### src/rtl/keypad_entry_controller.sv
// Keypad entry sequencer: debounces encoder digits into a BCD MM:SS setpoint; load/halt/reject strobe one cycle after the causing sample.
// Keypad locked out while RUNNING; `KEYPAD_SEC_CHECK_EN refuses starts with seconds tens above 5.
module keypad_entry_controller #(
  parameter int unsigned DEBOUNCE = 4
) (
  input  logic       clock,
  input  logic       reset,
  input  logic [3:0] digit,
  input  logic       validn,
  input  logic       start,
  input  logic       stop,
  input  logic       door_closed,
  input  logic       cook_done,
  output logic       enablen,
  output logic [3:0] min_tens,
  output logic [3:0] min_ones,
  output logic [3:0] sec_tens,
  output logic [3:0] sec_ones,
  output logic       load,
  output logic       halt,
  output logic       reject,
  output logic       running
);

  typedef enum logic [1:0] {
    ENTRY   = 2'd0,
    RELEASE = 2'd1,
    RUNNING = 2'd2
  } state_t;

  localparam logic [7:0] DB = 8'(DEBOUNCE);

  state_t     state;
  logic [7:0] cnt;
  logic [3:0] prev_digit;
  logic       armed;

  logic       setpoint_zero;
  logic       start_ok;
  logic [7:0] press_len;
  logic [7:0] release_len;

  always_comb begin
    setpoint_zero = ({min_tens, min_ones, sec_tens, sec_ones} == 16'h0000);
    start_ok      = start && armed;
    // Run length includes the current sample, so a press stable from its first cycle is accepted after DEBOUNCE samples.
    press_len     = 8'd0;
    if (!validn) begin
      if (cnt != 8'd0 && digit == prev_digit) begin
        press_len = cnt + 8'd1;
      end else begin
        press_len = 8'd1;
      end
    end
    release_len = validn ? (cnt + 8'd1) : 8'd0;
  end

  always_ff @(posedge clock) begin
    if (reset) begin
      state      <= ENTRY;
      cnt        <= 8'd0;
      prev_digit <= 4'd0;
      armed      <= 1'b1;
      min_tens   <= 4'd0;
      min_ones   <= 4'd0;
      sec_tens   <= 4'd0;
      sec_ones   <= 4'd0;
      load       <= 1'b0;
      halt       <= 1'b0;
      reject     <= 1'b0;
      running    <= 1'b0;
      enablen    <= 1'b0;
    end else begin
      load       <= 1'b0;
      halt       <= 1'b0;
      reject     <= 1'b0;
      prev_digit <= digit;
      // A start held across a RUNNING exit must be seen low before it can fire again.
      if (!start) begin
        armed <= 1'b1;
      end

      case (state)
        RUNNING: begin
          if (cook_done || stop || !door_closed) begin
            halt     <= !cook_done;
            state    <= ENTRY;
            cnt      <= 8'd0;
            running  <= 1'b0;
            enablen  <= 1'b0;
            min_tens <= 4'd0;
            min_ones <= 4'd0;
            sec_tens <= 4'd0;
            sec_ones <= 4'd0;
          end
        end

        default: begin
          if (stop) begin
            state    <= ENTRY;
            cnt      <= 8'd0;
            min_tens <= 4'd0;
            min_ones <= 4'd0;
            sec_tens <= 4'd0;
            sec_ones <= 4'd0;
          end else if (start_ok && !door_closed) begin
            reject <= 1'b1;
`ifdef KEYPAD_SEC_CHECK_EN
          end else if (start_ok && !setpoint_zero && sec_tens > 4'd5) begin
            reject   <= 1'b1;
            state    <= ENTRY;
            cnt      <= 8'd0;
            min_tens <= 4'd0;
            min_ones <= 4'd0;
            sec_tens <= 4'd0;
            sec_ones <= 4'd0;
`endif
          end else if (start_ok && !setpoint_zero) begin
            load    <= 1'b1;
            running <= 1'b1;
            enablen <= 1'b1;
            armed   <= 1'b0;
            state   <= RUNNING;
            cnt     <= 8'd0;
          end else if (state == ENTRY) begin
            if (press_len == DB) begin
              min_tens <= min_ones;
              min_ones <= sec_tens;
              sec_tens <= sec_ones;
              sec_ones <= digit;
              state    <= RELEASE;
              cnt      <= 8'd0;
            end else begin
              cnt <= press_len;
            end
          end else begin
            if (release_len == DB) begin
              state <= ENTRY;
              cnt   <= 8'd0;
            end else begin
              cnt <= release_len;
            end
          end
        end
      endcase
    end
  end

endmodule

### config.mk
export PLATFORM = sky130hd
export DESIGN_NAME = keypad_entry_controller
export DESIGN_NICKNAME = d
export VERILOG_FILES = /design/src/rtl/keypad_entry_controller.sv
export SDC_FILE = /design/constraint.sdc
export NUM_CORES = 1
export LEC_CHECK = 0
export ABC_AREA = 1
export CORE_MARGIN = 4
export CORE_UTILIZATION = 30
export DETAILED_ROUTE_END_ITERATION = 12
export HOLD_SLACK_MARGIN = 0.08
export RECOVER_POWER = 25
export SYNTH_ARGS = -nofsm -noshare
export SYNTH_HDL_FRONTEND = slang
export SYNTH_SLANG_ARGS = --single-unit
### constraint.sdc
create_clock -name clock -period 3.3 [get_ports clock]
set_clock_uncertainty 0.1 [all_clocks]
set_input_delay 0.66 -clock clock [delete_from_list [all_inputs] [get_ports clock]]
set_output_delay 0.66 -clock clock [all_outputs]
set_load 0.05 [all_outputs]
# ---- Word level (Yosys, flattened, before mapping)
# Cells that the tools add are included.
dict set report totals {
  output_inout_bits 21
  elab_cells 104
  regBits 35
}
dict set report op_classes {
  muxes 56
  reduce_logical 23
  bitwise_logic 2
  eq_ne 10
  add_sub_neg 1
}
# cell count
set ops {}
lappend ops {{$mux W4} 25}
lappend ops {{$mux W8} 11}
lappend ops {{$eq A8 B3 Y1 const B} 2}
lappend ops {{$logic_not A16 Y1} 1}
lappend ops {{$mux W2} 8}
lappend ops {{$mux W1} 12}
lappend ops {{$add A8 B1 Y8 const B} 1}
lappend ops {{$reduce_and A4 Y1} 2}
lappend ops {{$reduce_bool A8 Y1} 1}
lappend ops {{$ne A3 B2 Y1 const B} 2}
lappend ops {{$reduce_bool A3 Y1} 2}
lappend ops {{$reduce_or A3 Y1} 2}
lappend ops {{$ne A5 B3 Y1 const B} 1}
lappend ops {{$reduce_and A5 Y1} 1}
lappend ops {{$reduce_bool A5 Y1} 1}
lappend ops {{$eq A4 B4 Y1} 1}
lappend ops {{$logic_and A1 B1 Y1} 4}
lappend ops {{$ne A2 B1 Y1 const B} 2}
lappend ops {{$reduce_or A4 Y1} 1}
lappend ops {{$logic_not A1 Y1} 3}
lappend ops {{$eq A2 B2 Y1 const B} 1}
lappend ops {{$logic_not A2 Y1} 1}
lappend ops {{$logic_or A1 B1 Y1} 2}
lappend ops {{$ne A2 B2 Y1 const B} 1}
lappend ops {{other kinds (3)} 4}

# ---- Logic depth before layout (Yosys ltp)
# Gate-level depths: netlist of the first run.
dict set report depth {
  ltp_word 11
  mapped_depth 17
  ltp_nobuf 16
}

# ---- Worst setup path before layout of the first run
# Ideal clock, no wire load.
dict set report synth_timing {
  kind {input to register}
  from {input digit[0]}
  to {register min_ones[3]}
  arrival_time_ns 1.795
  setup_ns 0.117
  setup_slack_ns 1.288
  n_path_buf 1
  cell_stages 14
  path_cell_list {inv_2 > nand2_1 > nand2_1 > nor2_1 > nand2_1 > nor2_4 > nand2_1 > a21oi_1 > nand3_1 > nand2_2 > buf_2 > nand3_1 > nand2_1 > nor2_1}
}
dict set report synth_via {
  elab_chain_len 7
}
# element line_no
set synth_rtl {}
lappend synth_rtl {{from (decl)} 8} ;# input logic [3:0] digit,
lappend synth_rtl {{$eq A4 B4 Y1} 49} ;# if (cnt != 8'd0 && digit == prev_digit) begin
lappend synth_rtl {{$logic_and A1 B1 Y1} 49}
lappend synth_rtl {{$mux W8} 49}
lappend synth_rtl {{$mux W8} 48} ;# if (!validn) begin
lappend synth_rtl {{$eq A8 B3 Y1} 126} ;# if (press_len == DB) begin
lappend synth_rtl {{$reduce_bool A3 Y1 (no source line)} n/a}
lappend synth_rtl {{$reduce_and A5 Y1 (no source line)} n/a}
lappend synth_rtl {{to (signal assigned)} 128} ;# min_ones <= sec_tens;
lappend synth_rtl {{to (decl)} 16} ;# output logic [3:0] min_ones,
# Every way passes these cells.
# A chain may end at the register's enable or synchronous reset.

# ---- Worst setup path in the final report of the first run
dict set report layout_timing {
  from {input digit[0]}
  to {register sec_tens[2]}
}
dict set report layout_via {
  elab_chain_len 7
}
# element line_no
set layout_rtl {}
lappend layout_rtl {{$eq A4 B4 Y1} 49}
lappend layout_rtl {{$logic_and A1 B1 Y1} 49}
lappend layout_rtl {{$mux W8} 49}
lappend layout_rtl {{$mux W8} 48}
lappend layout_rtl {{$eq A8 B3 Y1} 126}
lappend layout_rtl {{$reduce_bool A3 Y1 (no source line)} n/a}
lappend layout_rtl {{$reduce_and A5 Y1 (no source line)} n/a}
lappend layout_rtl {{to (signal assigned)} 129} ;# sec_tens <= sec_ones;
lappend layout_rtl {{to (decl)} 17} ;# output logic [3:0] sec_tens,
# Every way passes these cells.

==> results.txt, run 1 <==
Status -> completed
Post-synthesis sequential area ratio -> 34.9%
Hold Path Stages -> 2
Max VDD drop -> 0.000269 V
Post-synth cell types -> 25
Latest clock arrival within the worst-skew pair -> 0.29 ns
Post-DRT Antenna Nets -> 0
WHS Endpoint -> cnt[7]
Met2 Routed Length -> 2.28 mm
EDFF count, synth -> 0
Crit path buf inv count -> 2
Post-Synthesis Cell Area -> 2010 um^2
Placed cells -> 433
Asr flop ratio synth -> 0%
FF-to-FF End -> sec_tens[2]
Post-synth top area share -> 34.9%
RR Startpoint -> cnt[0]
Fillcell total -> 703
Share of cells above drive strength 1 -> 6.32%
Clock sink total -> 35
Max Cap Viol -> 0
Hold-fix buffers, CTS -> 0
Top sig layer -> met4
Io pins -> 32
P&R area growth vs syn -> 23.8%
H-tree Lvls -> 2
Resized Gates After CTS -> 0
Synth Instances -> 333
Worst-path cell chain -> clkdlybuf4s50_1 -> inv_1 -> nand2_1 -> nand2_1 -> nor2_1 -> nand2_1 -> nor2_1 -> nand4_1 -> nor2_2 -> nand3_1 -> nand2_2 -> nand2_2 -> nand2_1 -> nand2_1 -> nor2_1
Leading cell types by count after synthesis -> nand2_1, nor2_1, inv_1
Die W -> 89.8 um
WL per Instance -> 11.0 um
Cell mode on critical path -> nand2_1
Finished Layout Cells -> 441
Fin area -> 2480 um^2
M1 WL -> 2.33 mm
Worst hold path type -> reg2reg
DR pass1 iterations -> 4
Area contributors post-synth -> dfxtp_1, nand2_1, nor2_1, inv_1, nand3_1
Final Slew Violations -> 0
Tightest Pin Transition -> 0.810 ns
CP startpoint kind -> input port
Final nets -> 376
Static Leak -> 1.16 nW
CP max FO -> 21
Fmax -> 0.364 GHz
DR iter-0 viols -> 83
Worst path slowest cell -> clkdlybuf4s50_1
Initial Util -> 31.2%
GRT Overall Usage -> 12.5%
Top FF cell, synth -> dfxtp_1
Final Cycle Share -> 83.3%
WL met3 -> 207 um
Top-count cell post-synth -> nand2_1
Worst R2R Setup Slack -> 0.75 ns
CP delay by family, top -> simple AND/OR/NAND/NOR gates
Count of input and output buffers -> 31
DRC violations left -> 0
Ys Warns -> 0
Cell Pwr Density -> 560 nW/um^2
Via-per-instance ratio -> 4.56
CORE AREA -> 6420 um^2
Arr. time, crit path -> 2.88 ns
Synth area leader -> dfxtp_1
Post-Syn Nets -> 346
Clock buffer depth -> 2
Post-CTS Repair Setup Buffers -> 0
RSZ-0062 raised after global routing -> false
CTS tree -> yes
Setup TNS -> 0 ns
Final setup fails -> 0
Max transition margin -> 46.0%
Critical path class -> in2reg
CTS buffer count -> 5
Required @ worst endpoint -> 3.43 ns
Die footprint -> 8060 um^2
Max incr delay on CP -> 0.48 ns
Footprint of the multi-input gates -> 1070 um^2
GPL Wtd Cong -> 0.835
Reg2Reg Depth -> 15
Global route total overflow -> 0
Final Hold Fails -> 0
Fin crit period -> 2.75 ns
Initial antenna violation count -> 0
Seq. cell area -> 701 um^2
# rows -> 29
Hpwl dp -> 3.60 mm
First-pass GRT wire length -> 8.43 mm
Placed cell area -> 2370 um^2
Final Power -> 0.00139 W
Hold Crit Start -> cnt[7]
Vias in the first global route -> 1,872
Clk root buf -> clkbuf_8
Drt total wl -> 4.85 mm
Via count -> 2,013
ANT cells -> 0
Synth Register Bits -> 35
Mapped Avg Cell Area -> 6.03 um^2
Critical Path Stages -> 15
Clk slew on worst S/H paths -> 0.08 ns
CP endpoint kind -> flop
Chip height -> 89.8 um
Largest net degree at the start of global routing -> 22
==> cells by family after synthesis <==
logic type	after synthesis	synth area share, %
simple gates	213	44.3
compound gates	24	6.23
xor+xnor	5	2.18
buf+inv	54	11.2
flops	35	34.9
fa+ha+maj	2	1.25
==> registers in the layout, indices dropped and copies added (netlist names) <==
signal      count
min_ones        4
prev_digit      4
state           2
sec_ones        4
running         1
reject          1
sec_tens        4
armed           1
cnt             8
halt            1
load            1
min_tens        4
==> worst reg2reg max path, delay by kind of cell, from the launching register on <==
kind | cells | cell delay [ns]
buffers and inverters | 1 | 0.09
flip-flops | 1 | 0.45
adder cells (fa/ha/maj) | 1 | 0.22
AND/OR/NAND/NOR | 13 | 1.60
==> worst max-delay path by stage <==
| stage | from | end | slack [ns] |
|---|---|---|---|
| after floorplan | digit[0] | min_ones[3] | 1.29 |
| after global placement | digit[1] | sec_tens[2] | 0.38 |
| after detailed placement | digit[0] | sec_ones[1] | 0.33 |
| after CTS | digit[0] | sec_tens[2] | 0.65 |
| after global routing | digit[0] | sec_tens[2] | 0.17 |
| final | digit[0] | sec_tens[2] | 0.55 |
==> cell type report <==
class	instances	area share, %
multi-input combinational	244	43.3
sequential	35	28.2
timing repair buffer	34	13.2
inverter	43	6.50
tap	77	3.88
clock buffer	6	3.32
clock inverter	2	1.56
==> report_power, final <==
part	leakage, nW	internal, W	total, W	switching [W]
clock network	0.0618	0.000249	0.000419	0.000171
registers	0.287	0.000466	0.000502	0.0000354
logic	0.809	0.000154	0.000471	0.000317
total	1.16	0.000869	0.00139	0.000523
==> stage by stage <==
| stage | hold WS [ns] | util, % | setup WS, ns |
|---|---|---|---|
| after floorplan | 0.358 | - | 1.29 |
| after global placement | 0.375 | 37.0 | 0.382 |
| after detailed placement | 0.383 | 37.0 | 0.335 |
| after CTS | 0.395 | 38.8 | 0.650 |
| after global routing | 0.425 | 38.7 | 0.173 |
| final | 0.389 | 38.7 | 0.551 |
==> layer usage <==
metal,up-vias,track usage [%]
li1,1078,-
met1,887,15.6
met2,43,21.2
met3,5,3.17
met4,0,3.83
met5,-,0
==> cell usage in the layout, fill, tap and decap left out, drive strengths merged <==
master and count:
nand2 103, nor2 72, inv 43, dfxtp 35, clkdlybuf4s50 28, nand3 28, a21oi 19, clkbuf 7
nor3 5, xor2 4, nand4 4, o21ai 3, dlygate4sd3 3, ha 2, buf 2, xnor2 1
clkinv 1, a31o 1, nor4 1, o22ai 1, bufinv 1
Note: power is estimated with default switching activity, not from simulation.
==> run 2, diff against run 1 <==
clock period = 2.28 ns   (was 3.3 ns; I/O delays follow)
==> run 2 against run 1 <==
  * Hold slack barely moved
  * Flip-flop and latch count is the same
  * Sequential share of layout area down 1.2 points
  * Global-route usage grew 0.23 points
  * Register-to-register slack lost 0.58 ns
  * Utilization up 1.9 points
  * Die area unchanged
  * Non-clock buffer count is 13 higher
  * Critical endpoint is now sec_tens[3]
  * Largest power group is now combinational cells
==> results.txt, run 2 (synthesis gave the netlist of run 1 again) <==
Most flop-heavy register -> cnt
Via count -> 2,062
# rows -> 29
Count of input and output buffers -> 31
Placed cell area -> 2480 um^2
P&R area growth vs syn -> 29.7%
Hpwl dp -> 3.72 mm
Via-per-instance ratio -> 4.54
Final setup fails -> 0
DR iter-0 viols -> 73
Clock sink total -> 35
Max reg flops -> 8
Die footprint -> 8060 um^2
Setup Slack @ Placement -> -0.160 ns
CTS buffer count -> 5
CP max FO -> 10
Required @ worst endpoint -> 2.37 ns
Max transition margin -> 57.1%
Post-DRT Antenna Nets -> 0
Arr. time, crit path -> 2.20 ns
Status -> completed
CP endpoint kind -> flop
Clk pwr share -> 23.6%
GRT Overall Usage -> 12.7%
Die W -> 89.8 um
Latest clock arrival within the worst-skew pair -> 0.29 ns
Setup TNS -> 0 ns
Fillcell total -> 689
Static Leak -> 1.23 nW
Fin crit period -> 2.11 ns
Tightest Pin Transition -> 0.643 ns
Chip height -> 89.8 um
Largest net degree at the start of global routing -> 21
Share of cells above drive strength 1 -> 10.9%
Switching Power -> 0.000765 W
Global route total overflow -> 0
CTS tree -> yes
First-pass GRT wire length -> 8.66 mm
Initial Util -> 31.2%
Vias in the first global route -> 1,946
Most frequent cells in the layout -> nand2_1, nor2_1, inv_1, dfxtp_1, clkdlybuf4s50_1
Max VDD drop -> 0.000350 V
H-tree Lvls -> 2
DR pass1 iterations -> 4
WL per Instance -> 11.1 um
Clk root buf -> clkbuf_8
Most common cell after layout, fill and taps aside -> nand2_1
Met3 usage -> 3.42%
Post-CTS Repair Setup Buffers -> 0
CORE AREA -> 6420 um^2
Io pins -> 32
Final Slew Violations -> 0
Max Cap Viol -> 0
Fmax -> 0.474 GHz
ANT cells -> 0
Clk slew on worst S/H paths -> 0.08 ns
Met1 Track Usage GR -> 16.1%
Drt total wl -> 5.03 mm
Cell Pwr Density -> 735 nW/um^2
GRT Max-Usage Layer -> met2
DRC violations left -> 0
Initial antenna violation count -> 0
Fin area -> 2600 um^2
Sequential Power Share -> 38.0%
GPL Wtd Cong -> 0.882
Switching Fraction -> 40.0%
Final Power -> 0.00191 W
Clock buffer depth -> 2
Worst hold path type -> reg2reg
Final nets -> 389
CP startpoint kind -> flop
Comb pwr share -> 38.4%
Internal Power -> 0.00115 W
Critical path class -> reg2reg
Final Cycle Share -> 92.5%
Final Hold Fails -> 0
Setup WS post-layout -> 0.170 ns
Met2 Use GR -> 21.4%
[run 2: final cells by class]
cell class                      instances  area, um^2  area share (%)
Clock inverter                          2        12.5           0.481
Clock buffer                            6        72.6            2.79
Inverter                               43         161            6.20
Tap cell                               77        96.3            3.70
Sequential cell                        35         703            27.0
Timing Repair Buffer                   47         457            17.5
Multi-Input combinational cell        244        1100            42.3
[run 2: what timing repair did]
action | 4_1_cts | 5_1_grt
setup endpoints to repair | 0 | 18
hold buffers | 0 | 0
gates resized for setup | 0 | 9
[run 2: power groups by stage]
stage	clock (W)	combinational, W	sequential (W)
2_1_floorplan	0	0.000340	0.000902
3_3_place_gp	0	0.000716	0.000741
3_5_place_dp	0	0.000719	0.000741
4_1_cts	0.000461	0.000722	0.000728
5_1_grt	0.000497	0.000809	0.000738
6_report	0.000452	0.000734	0.000728
[run 2: path summary, 6_finish.rpt]
path / endpoint / depth (start not counted) / start / slack [ns]
setup / recovery: sec_tens[3] / 15 / cnt[0] / 0.17
hold / removal: cnt[3] / 2 / cnt[3] / 0.39
setup reg to reg: sec_tens[3] / 15 / cnt[0] / 0.17
hold reg to reg: cnt[3] / 2 / cnt[3] / 0.39
[run 2: stage by stage]
step           utilization [%]  hold WS [ns]  std cells
3_3_place_gp              38.6         0.384        445
4_1_cts                   39.9         0.394        453
5_1_grt                   40.5         0.418        454
2_1_floorplan                -         0.358        333
6_report                  40.5         0.389        454
3_5_place_dp              38.6         0.384        445
[run 2: critical path, cell delays in order, from the launching register on]
cell,delay (ns)
dfxtp_2,0.36
inv_1,0.07
ha_1,0.20
nand2_1,0.07
nor2_1,0.04
nand2_1,0.07
nand2_1,0.09
nor2_4,0.15
nand2_1,0.10
a21oi_2,0.20
nand3_2,0.11
nand2_4,0.13
buf_12,0.13
nand3_1,0.06
nand2_1,0.08
nor2_1,0.04
[run 2: per-layer routing]
metal	vias up	routed length, um
met1	921	2430
met2	27	2390
li1	1109	-
met5	-	0
met3	5	161
met4	0	48
==> run 3, diff against run 2 <==
clock period = 2.3 ns   (was 2.28 ns; I/O delays follow)
==> run 3 against run 2 <==
  * Die area unchanged
  * Non-clock buffer count unchanged
  * Utilization increased by 0.45 points
  * Global-route usage increased by 0.053 points
  * Largest power group unchanged
  * Design area increased by 1.1%
  * Routed wire length decreased by 0.28%
  * Count of clock-buffer cells in the layout decreased by 1
  * Worst setup slack got worse by 0.0066 ns
  * Largest cell class unchanged
  * Total power increased by 0.31%
  * Flip-flop and latch count unchanged
==> results.txt, run 3 (synthesis gave the netlist of run 1 again) <==
CTS buffer count -> 5
Post-DRT Antenna Nets -> 0
Static Leak -> 1.24 nW
Hpwl dp -> 3.70 mm
Worst R2R Setup Slack -> 0.19 ns
Critical path class -> in2reg
Die footprint -> 8060 um^2
Footprint of the multi-input gates -> 1110 um^2
Max Cap Viol -> 0
Required @ worst endpoint -> 2.40 ns
Initial Util -> 31.2%
CP endpoint kind -> flop
P&R area growth vs syn -> 31.2%
Max incr delay on CP -> 0.53 ns
FF-to-FF End -> min_tens[3]
Cell mode on critical path -> nand2_1
First-pass GRT wire length -> 8.65 mm
Max VDD drop -> 0.000373 V
Die W -> 89.8 um
Drt total wl -> 5.02 mm
Worst hold path type -> reg2reg
DR iter-0 viols -> 104
Clk slew on worst S/H paths -> 0.09 ns
Arr. time, crit path -> 2.24 ns
Final setup fails -> 0
Largest net degree at the start of global routing -> 21
Final Slew Violations -> 0
Clock sink total -> 35
Crit path capture -> min_tens[3]
DRC violations left -> 0
Fin area -> 2630 um^2
Setup Slack @ Placement -> -0.151 ns
DR pass1 iterations -> 4
Fillcell total -> 659
Crit. Startpoint -> digit[3]
Most flop-heavy register -> cnt
Via count -> 2,073
Worst-path cell chain -> clkdlybuf4s50_1 -> xor2_1 -> inv_1 -> nand2_1 -> nor2_4 -> nand3_2 -> nand2_1 -> nor2_2 -> nand3_2 -> nand2_4 -> clkbuf_16 -> nand3_1 -> nand2_1 -> nor2_1
Seq. cell area -> 704 um^2
Max reg flops -> 8
Count of input and output buffers -> 31
Io pins -> 32
Reg2Reg Depth -> 15
Final nets -> 389
Max transition margin -> 57.7%
Clk root buf -> clkbuf_8
GPL Wtd Cong -> 0.883
Latest clock arrival within the worst-skew pair -> 0.30 ns
Tightest Pin Transition -> 0.634 ns
CP startpoint kind -> input port
H-tree Lvls -> 2
Cell Pwr Density -> 729 nW/um^2
Status -> completed
Initial antenna violation count -> 0
CP max FO -> 5
ANT cells -> 0
Chip height -> 89.8 um
Fmax -> 0.468 GHz
Final Hold Fails -> 0
Worst path slowest cell -> clkdlybuf4s50_1
Vias in the first global route -> 1,990
# rows -> 29
Clock buffer depth -> 2
Most frequent cells in the layout -> nand2_1, nor2_1, inv_1, dfxtp_1, clkdlybuf4s50_1
Most common cell after layout, fill and taps aside -> nand2_1
CORE AREA -> 6420 um^2
RR Startpoint -> cnt[0]
Global route total overflow -> 0
Placed cell area -> 2470 um^2
WL per Instance -> 11.1 um
Fin crit period -> 2.14 ns
Share of cells above drive strength 1 -> 10.6%
Final Cycle Share -> 92.9%
CTS tree -> yes
GRT Overall Usage -> 12.8%
Via-per-instance ratio -> 4.57
Setup WS post-layout -> 0.163 ns
[run 3: final cells by class]
cell class / instances / area share, %
clock buffer: 5 / 2.61
clock inverter: 3 / 0.760
inverter: 43 / 6.13
multi-input combinational: 244 / 42.1
sequential: 35 / 26.8
tap: 77 / 3.66
timing repair buffer: 47 / 18.0
[run 3: layer usage]
metal	GRT usage (%)	wire length (um)	vias to the layer above
met3	3.17	179	4
met1	16.2	2480	924
li1	-	-	1107
met4	4.73	53	0
met5	0	0	-
met2	21.1	2310	38
[run 3: report_power, final]
group          leakage, nW  switching (W)  total (W)  internal [W]
clock               0.0402       0.000249   0.000460      0.000211
combinational        0.907       0.000474   0.000739      0.000265
sequential           0.288      0.0000519   0.000721      0.000669
total                 1.24       0.000775    0.00192       0.00115
[run 3: worst min path at each step]
| stage | from | endpoint | slack (ns) | cells after the start |
|---|---|---|---|---|
| floorplan | cnt[7] | cnt[7] | 0.36 | 2 |
| finish | cnt[3] | cnt[3] | 0.39 | 2 |
| CTS | cnt[3] | cnt[3] | 0.40 | 2 |
| global route | cnt[3] | cnt[3] | 0.42 | 2 |
| global placement | cnt[7] | cnt[7] | 0.38 | 2 |
| detailed placement | cnt[3] | cnt[3] | 0.39 | 2 |
[run 3: what timing repair did]
item	in CTS	in global routing
endpoints found under the setup margin	0	18
buffers inserted	0	0
resized for setup	0	10
hold buffers	0	0
[run 3: worst max-delay path: cells and delay by family]
family / cells / cell delay, ns
xor gates and xnor gates: 1 / 0.20
buffers and inverters: 3 / 0.75
and+or+nand+nor: 10 / 0.82
[run 3: metrics by stage]
stage          total power [W]  std cells  hold slack [ns]  utilization, %  setup TNS, ns
4_1_cts                0.00191        452            0.398            39.8              0
6_report               0.00192        454            0.394            41.0              0
5_1_grt                0.00205        454            0.425            41.0        -0.0107
3_3_place_gp           0.00144        444            0.383            38.4          -1.67
3_5_place_dp           0.00144        444            0.388            38.4          -2.29
2_1_floorplan          0.00123        333            0.358               -              0
